$ cat config.mk
export PLATFORM = sky130hd
export DESIGN_NAME = if_mem_map
export DESIGN_NICKNAME = d
export VERILOG_FILES = /design/src/rtl/if_mem_map_pkg.sv /design/src/rtl/if_mem_map_cmp.sv /design/src/rtl/if_mem_map.sv
export SDC_FILE = /design/constraint.sdc
export NUM_CORES = 1
export LEC_CHECK = 0
export CORE_AREA = 2 2 107 109
export DETAILED_ROUTE_END_ITERATION = 7
export DIE_AREA = 0 0 109 111
export DONT_BUFFER_PORTS = 1
export PLACE_DENSITY = 0.75
export SLEW_MARGIN = 20
export SYNTH_ARGS = -nofsm -noshare
export SYNTH_HDL_FRONTEND = slang
export SYNTH_HIERARCHICAL = 1
export SYNTH_SLANG_ARGS = --single-unit
$ cat constraint.sdc
create_clock -name clk -period 2.8 [get_ports clk]
set_clock_uncertainty 0.2 [all_clocks]
set_input_delay 0.7 -clock clk [delete_from_list [all_inputs] [get_ports clk]]
set_output_delay 0.7 -clock clk [all_outputs]
set_load 0.005 [all_outputs]
$ cat src/rtl/if_mem_map_pkg.sv
// Shared types for the looped conditional memory-update engine: FSM states,
// compare-operator encodings and the number of defined operators.
package if_mem_map_pkg;

  typedef enum logic [1:0] {
    ST_IDLE  = 2'd0,
    ST_COND  = 2'd1,
    ST_WRITE = 2'd2,
    ST_FIN   = 2'd3
  } state_e;

  localparam logic [2:0] CMP_LT  = 3'd0;
  localparam logic [2:0] CMP_GT  = 3'd1;
  localparam logic [2:0] CMP_EQ  = 3'd2;
  localparam logic [2:0] CMP_NEQ = 3'd3;
  localparam logic [2:0] CMP_LE  = 3'd4;
  localparam logic [2:0] CMP_GE  = 3'd5;

  localparam int CMP_MODES = 6;

endpackage

$ cat src/rtl/if_mem_map_cmp.sv
// Combinational comparator: left OP right, two's complement when SIGNED=1.
// Encodings at or above CMP_MODES evaluate false.
module if_mem_map_cmp
  import if_mem_map_pkg::*;
#(
  parameter int WIDTH  = 32,
  parameter bit SIGNED = 1'b0
) (
  input  logic [WIDTH-1:0] left,
  input  logic [WIDTH-1:0] right,
  input  logic [2:0]       mode,
  output logic             result
);

  logic lt;
  logic eq;

  always_comb begin
    eq = (left == right);
    if (SIGNED) lt = ($signed(left) < $signed(right));
    else        lt = (left < right);
    case (mode)
      CMP_LT:  result = lt;
      CMP_GT:  result = !lt && !eq;
      CMP_EQ:  result = eq;
      CMP_NEQ: result = !eq;
      CMP_LE:  result = lt || eq;
      CMP_GE:  result = !lt;
      default: result = 1'b0;
    endcase
  end

endmodule

$ cat src/rtl/if_mem_map.sv
// Looped compare-then-write engine over count words starting at base.
// Optional hit counter is built only when IF_MEM_MAP_HIT_COUNT_EN is defined.
module if_mem_map
  import if_mem_map_pkg::*;
#(
  parameter int WIDTH      = 32,
  parameter int ADDR_WIDTH = 4,
  parameter bit SIGNED     = 1'b0
) (
  input  logic                  clk,
  input  logic                  reset,
  input  logic                  go,
  output logic                  done,
  input  logic [2:0]            mode,
  input  logic [WIDTH-1:0]      threshold,
  input  logic [WIDTH-1:0]      tru_val,
  input  logic [WIDTH-1:0]      fal_val,
  input  logic [ADDR_WIDTH-1:0] base,
  input  logic [ADDR_WIDTH:0]   count,
  output logic [ADDR_WIDTH:0]   hit_count,
  output logic [ADDR_WIDTH-1:0] mem_addr0,
  output logic [WIDTH-1:0]      mem_write_data,
  output logic                  mem_write_en,
  input  logic [WIDTH-1:0]      mem_read_data,
  input  logic                  mem_done,
  output logic [1:0]            dbg_state
);

  // Handshakes: go is held high until done, done pulses for one cycle;
  // mem_write_en is held high until mem_done acknowledges the write.
  state_e                state_q, state_d;
  logic [ADDR_WIDTH-1:0] addr_q, addr_d;
  logic [ADDR_WIDTH:0]   rem_q, rem_d;
  logic [2:0]            mode_q, mode_d;
  logic [WIDTH-1:0]      thr_q, thr_d;
  logic [WIDTH-1:0]      tru_q, tru_d;
  logic [WIDTH-1:0]      fal_q, fal_d;
  logic                  cond_q, cond_d;
  logic                  cmp_res;

  if_mem_map_cmp #(.WIDTH(WIDTH), .SIGNED(SIGNED)) u_cmp (
    .left   (mem_read_data),
    .right  (thr_q),
    .mode   (mode_q),
    .result (cmp_res)
  );

  always_ff @(posedge clk or negedge reset) begin
    if (!reset) begin
      state_q <= ST_IDLE;
      addr_q  <= '0;
      rem_q   <= '0;
      mode_q  <= '0;
      thr_q   <= '0;
      tru_q   <= '0;
      fal_q   <= '0;
      cond_q  <= 1'b0;
    end else begin
      state_q <= state_d;
      addr_q  <= addr_d;
      rem_q   <= rem_d;
      mode_q  <= mode_d;
      thr_q   <= thr_d;
      tru_q   <= tru_d;
      fal_q   <= fal_d;
      cond_q  <= cond_d;
    end
  end

  always_comb begin
    state_d = state_q;
    addr_d  = addr_q;
    rem_d   = rem_q;
    mode_d  = mode_q;
    thr_d   = thr_q;
    tru_d   = tru_q;
    fal_d   = fal_q;
    cond_d  = cond_q;
    case (state_q)
      ST_IDLE: begin
        if (go) begin
          mode_d  = mode;
          thr_d   = threshold;
          tru_d   = tru_val;
          fal_d   = fal_val;
          addr_d  = base;
          rem_d   = count;
          state_d = (count == '0) ? ST_FIN : ST_COND;
        end
      end
      ST_COND: begin
        cond_d  = cmp_res;
        state_d = ST_WRITE;
      end
      ST_WRITE: begin
        // rem_q counts words still to finish, including the current one.
        if (mem_done) begin
          rem_d = rem_q - (ADDR_WIDTH+1)'(1);
          if (rem_q == (ADDR_WIDTH+1)'(1)) begin
            state_d = ST_FIN;
          end else begin
            addr_d  = addr_q + ADDR_WIDTH'(1);
            state_d = ST_COND;
          end
        end
      end
      default: state_d = ST_IDLE;
    endcase
  end

  always_comb begin
    done           = (state_q == ST_FIN);
    mem_write_en   = (state_q == ST_WRITE) && !mem_done;
    mem_write_data = '0;
    if (state_q == ST_WRITE) mem_write_data = cond_q ? tru_q : fal_q;
    mem_addr0      = (state_q == ST_IDLE) ? '0 : addr_q;
    dbg_state      = state_q;
  end

`ifdef IF_MEM_MAP_HIT_COUNT_EN
  logic [ADDR_WIDTH:0] hit_q, hit_d;

  always_comb begin
    hit_d = hit_q;
    if (state_q == ST_IDLE && go)          hit_d = '0;
    else if (state_q == ST_COND && cmp_res) hit_d = hit_q + (ADDR_WIDTH+1)'(1);
  end

  always_ff @(posedge clk or negedge reset) begin
    if (!reset) hit_q <= '0;
    else        hit_q <= hit_d;
  end

  assign hit_count = hit_q;
`else
  assign hit_count = '0;
`endif

endmodule

Yosys cells after proc, flatten, opt, wreduce, memory -nomap -nowiden. Cells that the tools add are included.

Muxes and demuxes: 16. Add/sub/neg operators: 2. Order comparisons: 1. Eq/ne operators: 13. Shift-type cells: 0. Bitwise operators: 0. $mul: 0. Reduce and logical (&&, ||, !) cells: 14. Divide/modulo/power cells: 0.

Operator list (number): 2-to-1 mux 32 bit (2); == test 32 bit (1); less-than comparator 32 bit (1); 2-to-1 mux 4 bit (4); 2-to-1 mux 5 bit (2); one-hot mux 5 bit (2 select lines) (1); 2-to-1 mux 2 bit (4); one-hot mux 4 bit (2 select lines) (1); == test 3 x 2 -> 1 bit, second input constant (2); == test 3 bit, second input constant (2); inequality test 2 bit, second input constant (3); one-hot mux 1 bit (6 select lines) (1); one-hot mux 2 bit (3 select lines) (1); == test 5 x 1 -> 1 bit, second input constant (1); logical NOT 5 bit (1); subtractor 5 x 1 -> 5 bit, second input constant (1); adder 4 x 1 -> 4 bit, second input constant (1); == test 2 bit, second input constant (2); AND reduction 2 bit (2); AND reduction 4 bit (1); == test 3 x 1 -> 1 bit, second input constant (1); logical NOT 1 bit (3); logical NOT 3 bit (1); AND reduction 3 bit (1); other kinds (5) (6).

Register bits after elaboration: 111. Bits of input ports: 144. Output and inout port bits: 45. ROM bits: 0. Word-level logic and storage cells: 54. Bits in writable memories: 0. Memories: 0. Latch bits: 0.

Longest topological paths before layout. Gate-level depths: netlist of the first run.

Word-level depth: 4. Gate-level depth with buffers: 9. Gate-level depth less buffers: 9.

By module. The synthesis of the first run kept the hierarchy.

By module, submodules not included: if_mem_map (times used 1, area an instance 4976.0 um^2, sequential area each 2777.7 um^2, cells an instance 371); if_mem_map_cmp (times used 1, area an instance 895.9 um^2, sequential area each 0.0 um^2, cells an instance 121).

Least setup slack after synthesis of the first run. Ideal clock, no wire load.

Path type: input -> register. From: in mem_read_data[30]. To: reg cond_q. Path buffers: 0. Data arrival time: 2.319 ns. Slack: 0.156 ns. Setup time: 0.125 ns. Data required time: 2.475 ns. Stages: 8. Cell sequence: ha_1 -> nand4_2 -> nor4_4 -> nand4_2 -> mux2i_1 -> a311oi_1 -> mux2i_1 -> mux2_2.

Longest elaborated chain between the ends: 4. Elaborated cells between the ends (all ways): 7. Classes of those cells: order compare (1); eq/ne (1); mux (1); reduce/logical (4).

Ends and longest elaborated chain: from (decl) (line if_mem_map.sv:24) `input logic [WIDTH-1:0] mem_read_data,`; less-than comparator 32 bit / == test 32 bit (equally long branches) (line if_mem_map_cmp.sv:21, if_mem_map_cmp.sv:19); logical NOT 1 bit, on equally long branches (line if_mem_map_cmp.sv:24, if_mem_map_cmp.sv:28, if_mem_map_cmp.sv:26); logical AND 1 bit (line if_mem_map_cmp.sv:24) `CMP_GT: result = !lt && !eq;`; one-hot mux 1 bit (6 select lines) * (line if_mem_map_cmp.sv:22) `case (mode)`; via cmp_res (line if_mem_map.sv:39) `logic cmp_res;`; to (signal assigned) (line if_mem_map.sv:66) `cond_q <= cond_d;`; to (decl) (line if_mem_map.sv:38) `logic cond_q, cond_d;`.

Mark *: on every way through the listed nets, which the timed path passes. The rest lies on a longest branch. A chain may end at the register's enable or synchronous reset.

Final worst setup path of the first run.
From: reg cond_q. To: out mem_write_data[18].

Longest elaborated chain between the ends: 2.

Ends and longest elaborated chain: 2-to-1 mux 32 bit (2 in series) (line if_mem_map.sv:115) `if (state_q == ST_WRITE) mem_write_data = cond_q ? tru_q : fal_q;`; to (decl) (line if_mem_map.sv:22) `output logic [WIDTH-1:0] mem_write_data,`.

No other way between the ends.

==> results.json, run 1 <==
{
  "drc": 0,
  "power_density_nw_per_um2": 1143,
  "grt_pass1_vias": 3869,
  "setup_tns_ns": 0,
  "num_vias": 3629,
  "drive_gt1_share_pct": 26.53,
  "relSlewSlack_pct": 60.62,
  "drtPass1Iterations": 4,
  "required_ns": 1.90,
  "crit_path_end_kind": "output port",
  "cts_made_buffers": 9,
  "finalHoldViolCount": 111,
  "criticalPathCategory": "reg2out",
  "maxCapViolCount": 0,
  "io_buffers": 0,
  "fillCellCount": 930,
  "grt_use_met3_pct": 8.583,
  "tightestPinTransition_ns": 0.5906,
  "routed_wirelength_mm": 11.73,
  "layout.nets": 665,
  "chipHeight_microns": 111,
  "cts_tree": "done",
  "netlist_instances": 492,
  "grtUsageTotal_pct": 20.10,
  "fin_cells": 633,
  "crit_path_start_kind": "register",
  "yosys_warnings": 6,
  "grt_setup_unrepaired": "no",
  "overflow": 0,
  "synth_edf_count": 0,
  "grt_pass1_wl_mm": 18.95,
  "insertion_delay_ns": 0.34,
  "hpwl_mm": 8.562,
  "async_flop_share_pct": 100.0,
  "gp_congestion": 0.8164,
  "regArea_sq_um": 2779,
  "antenna_found_initial": 0,
  "syn_avg_cell_area_sq_um": 11.93,
  "std_cell_rows": 39,
  "initial_utilization_pct": 53.01,
  "area_growth_pct": 6.073,
  "yosysTopAreaCell": "dfrtp_1",
  "core_area_sq_um": 11080,
  "ys_ff_latch": 111,
  "grt_max_degree": 112,
  "use_met2_pct": 33.08,
  "hold_ws_ns": -0.1504,
  "multiInputGateArea_sq_um": 2793,
  "cts_sinks": 111,
  "place_inst": 618,
  "leakage_nw": 2.845,
  "finalSetupViolCount": 0,
  "ant_nets": 0,
  "cp_max_fo": 18,
  "fin_crit_ns": 2.625,
  "die_area_sq_um": 12100,
  "htreeDepth": 3,
  "viasPerCell": 5.733,
  "synth_common_cells": "dfrtp_1 (111), mux2_2 (90), nor2_1 (45)",
  "clk_pin_slew_ns": 0.07,
  "synthTopCellsByArea": "dfrtp_1 (47%), mux2_2 (17%), ha_1 (7.5%)",
  "antenna_cells": 0,
  "clk_path_buf_depth": 2,
  "status": "finished, violations left",
  "wl_per_cell_microns": 18.54,
  "hp-class": "in2async",
  "cp.arrival_ns": 1.72,
  "seq_area_frac_synth_pct": 47.30,
  "synth_area_sq_um": 5872,
  "vdd_drop_max_mv": 0.6485,
  "die_w_microns": 109,
  "root_buffer": "clkbuf_16",
  "design_area_sq_um": 6228,
  "synth.most_common_cell": "dfrtp_1",
  "place_area_sq_um": 5949,
  "drv_slew": 0,
  "violations": "negative hold slack",
  "total_power_mw": 7.120,
  "met1_usage_pct": 23.83,
  "yosys_most_used_dff": "dfrtp_1",
  "fmax_mhz": 381.0,
  "io_pins": 189,
  "busiest_layer": "met2",
  "synth_top_area_share_pct": 47.30,
  "period_share_pct": 93.74,
  "synth.distinct_cells": 48,
  "drt_iter0_drc": 167
}
-- stage by stage --
step	hold WS, ns	util [%]	worst slack, ns
2_1_floorplan	0.2044	-	0.1559
3_3_place_gp	0.2075	53.71	0.03198
3_5_place_dp	0.2069	53.71	-0.01641
4_1_cts	-0.1656	56.23	0.1166
5_1_grt	-0.1773	56.23	0.04552
6_report	-0.1504	56.23	0.1753
-- final cells by class --
cell class,instances,share of cell area [%]
clock buffers,10,3.676
clock inverters,5,0.8035
inverters,36,2.190
multi-input cells,323,44.84
flip-flops and latches,111,44.62
well taps,143,2.873
repair buffers,5,1.004
-- power breakdown --
| group | total (mW) | switching, mW | internal (mW) | leakage [nW] |
|---|---|---|---|---|
| Sequential | 2.97 | 0.537 | 2.43 | 1.30 |
| Combinational | 2.92 | 1.37 | 1.56 | 1.40 |
| Clock | 1.23 | 0.546 | 0.683 | 0.142 |
| Total | 7.12 | 2.45 | 4.67 | 2.85 |
-- path summary, 6_finish.rpt --
check	start	endpoint	cells after the start	slack, ns
worst max-delay path	cond_q	mem_write_data[18]	3	0.18
worst min-delay path	reset	fal_q[27]	0	-0.15
worst max register to register	thr_q[30]	cond_q	9	0.30
worst min register to register	tru_q[12]	tru_q[12]	1	0.31
max in group asynchronous	reset	fal_q[31]	0	2.40
min in group clk	fal_val[17]	fal_q[17]	1	0.30
-- worst max-delay path, cell delays in order, from the launching register on --
cell,delay [ns]
dfrtp_2,0.75
buf_4,0.31
mux2i_1,0.23
nor2_1,0.08
-- per-layer routing --
layer	wire [microns]	vias up	share of wire (%)
met5	0	-	0
met2	5731	145	49
met3	1074	11	9.2
met4	150	0	1.3
met1	4777	1778	41
li1	-	1695	-
-- repair_timing --
action | 4_1_cts | 5_1_grt
gates resized for setup | 0 | 0
hold endpoints to repair | 111 | 111
setup buffers | 0 | 0
-- placed cells by master (no fill, tap or decap), types with 9 or more instances in the layout --
cell,netlist,layout
inv_1,35,35
mux2i_1,35,35
a21oi_1,21,21
ha_1,35,35
nand2_1,12,12
mux2_4,10,10
dfrtp_1,111,110
nor2_1,45,45
mux2_2,90,90
clkbuf_16,0,9
-- flip-flops by register name, summed over array words and instances, names as in the netlist --
register,flops
dbg_state,2
mode_q,3
tru_q,32
fal_q,32
rem_q,5
addr_q,4
thr_q,32
cond_q,1
-- cells by family after synthesis --
| group | Yosys count | share of synthesized area (%) |
|---|---|---|
| multiplexers | 135 | 25.78 |
| adder cells (fa/ha/maj) | 35 | 7.458 |
| flip-flops | 111 | 47.30 |
| AND/OR/NAND/NOR | 100 | 9.014 |
| other | 1 | 0.06386 |
| buffers and inverters | 62 | 5.391 |
| AO/OA/AOI/OAI | 48 | 4.986 |
Power figures use the tool's default switching activity.
==> inputs of run 2 (changes only) <==
--- a/config.mk
+++ b/config.mk
@@ -6,6 +6,7 @@
 export NUM_CORES = 1
 export LEC_CHECK = 0
 export CORE_AREA = 2 2 107 109
+export CTS_CLUSTER_DIAMETER = 150
 export DETAILED_ROUTE_END_ITERATION = 7
 export DIE_AREA = 0 0 109 111
 export DONT_BUFFER_PORTS = 1
==> results of run 2 <==
Final layout, timing and power as in run 1 (identical DEF).
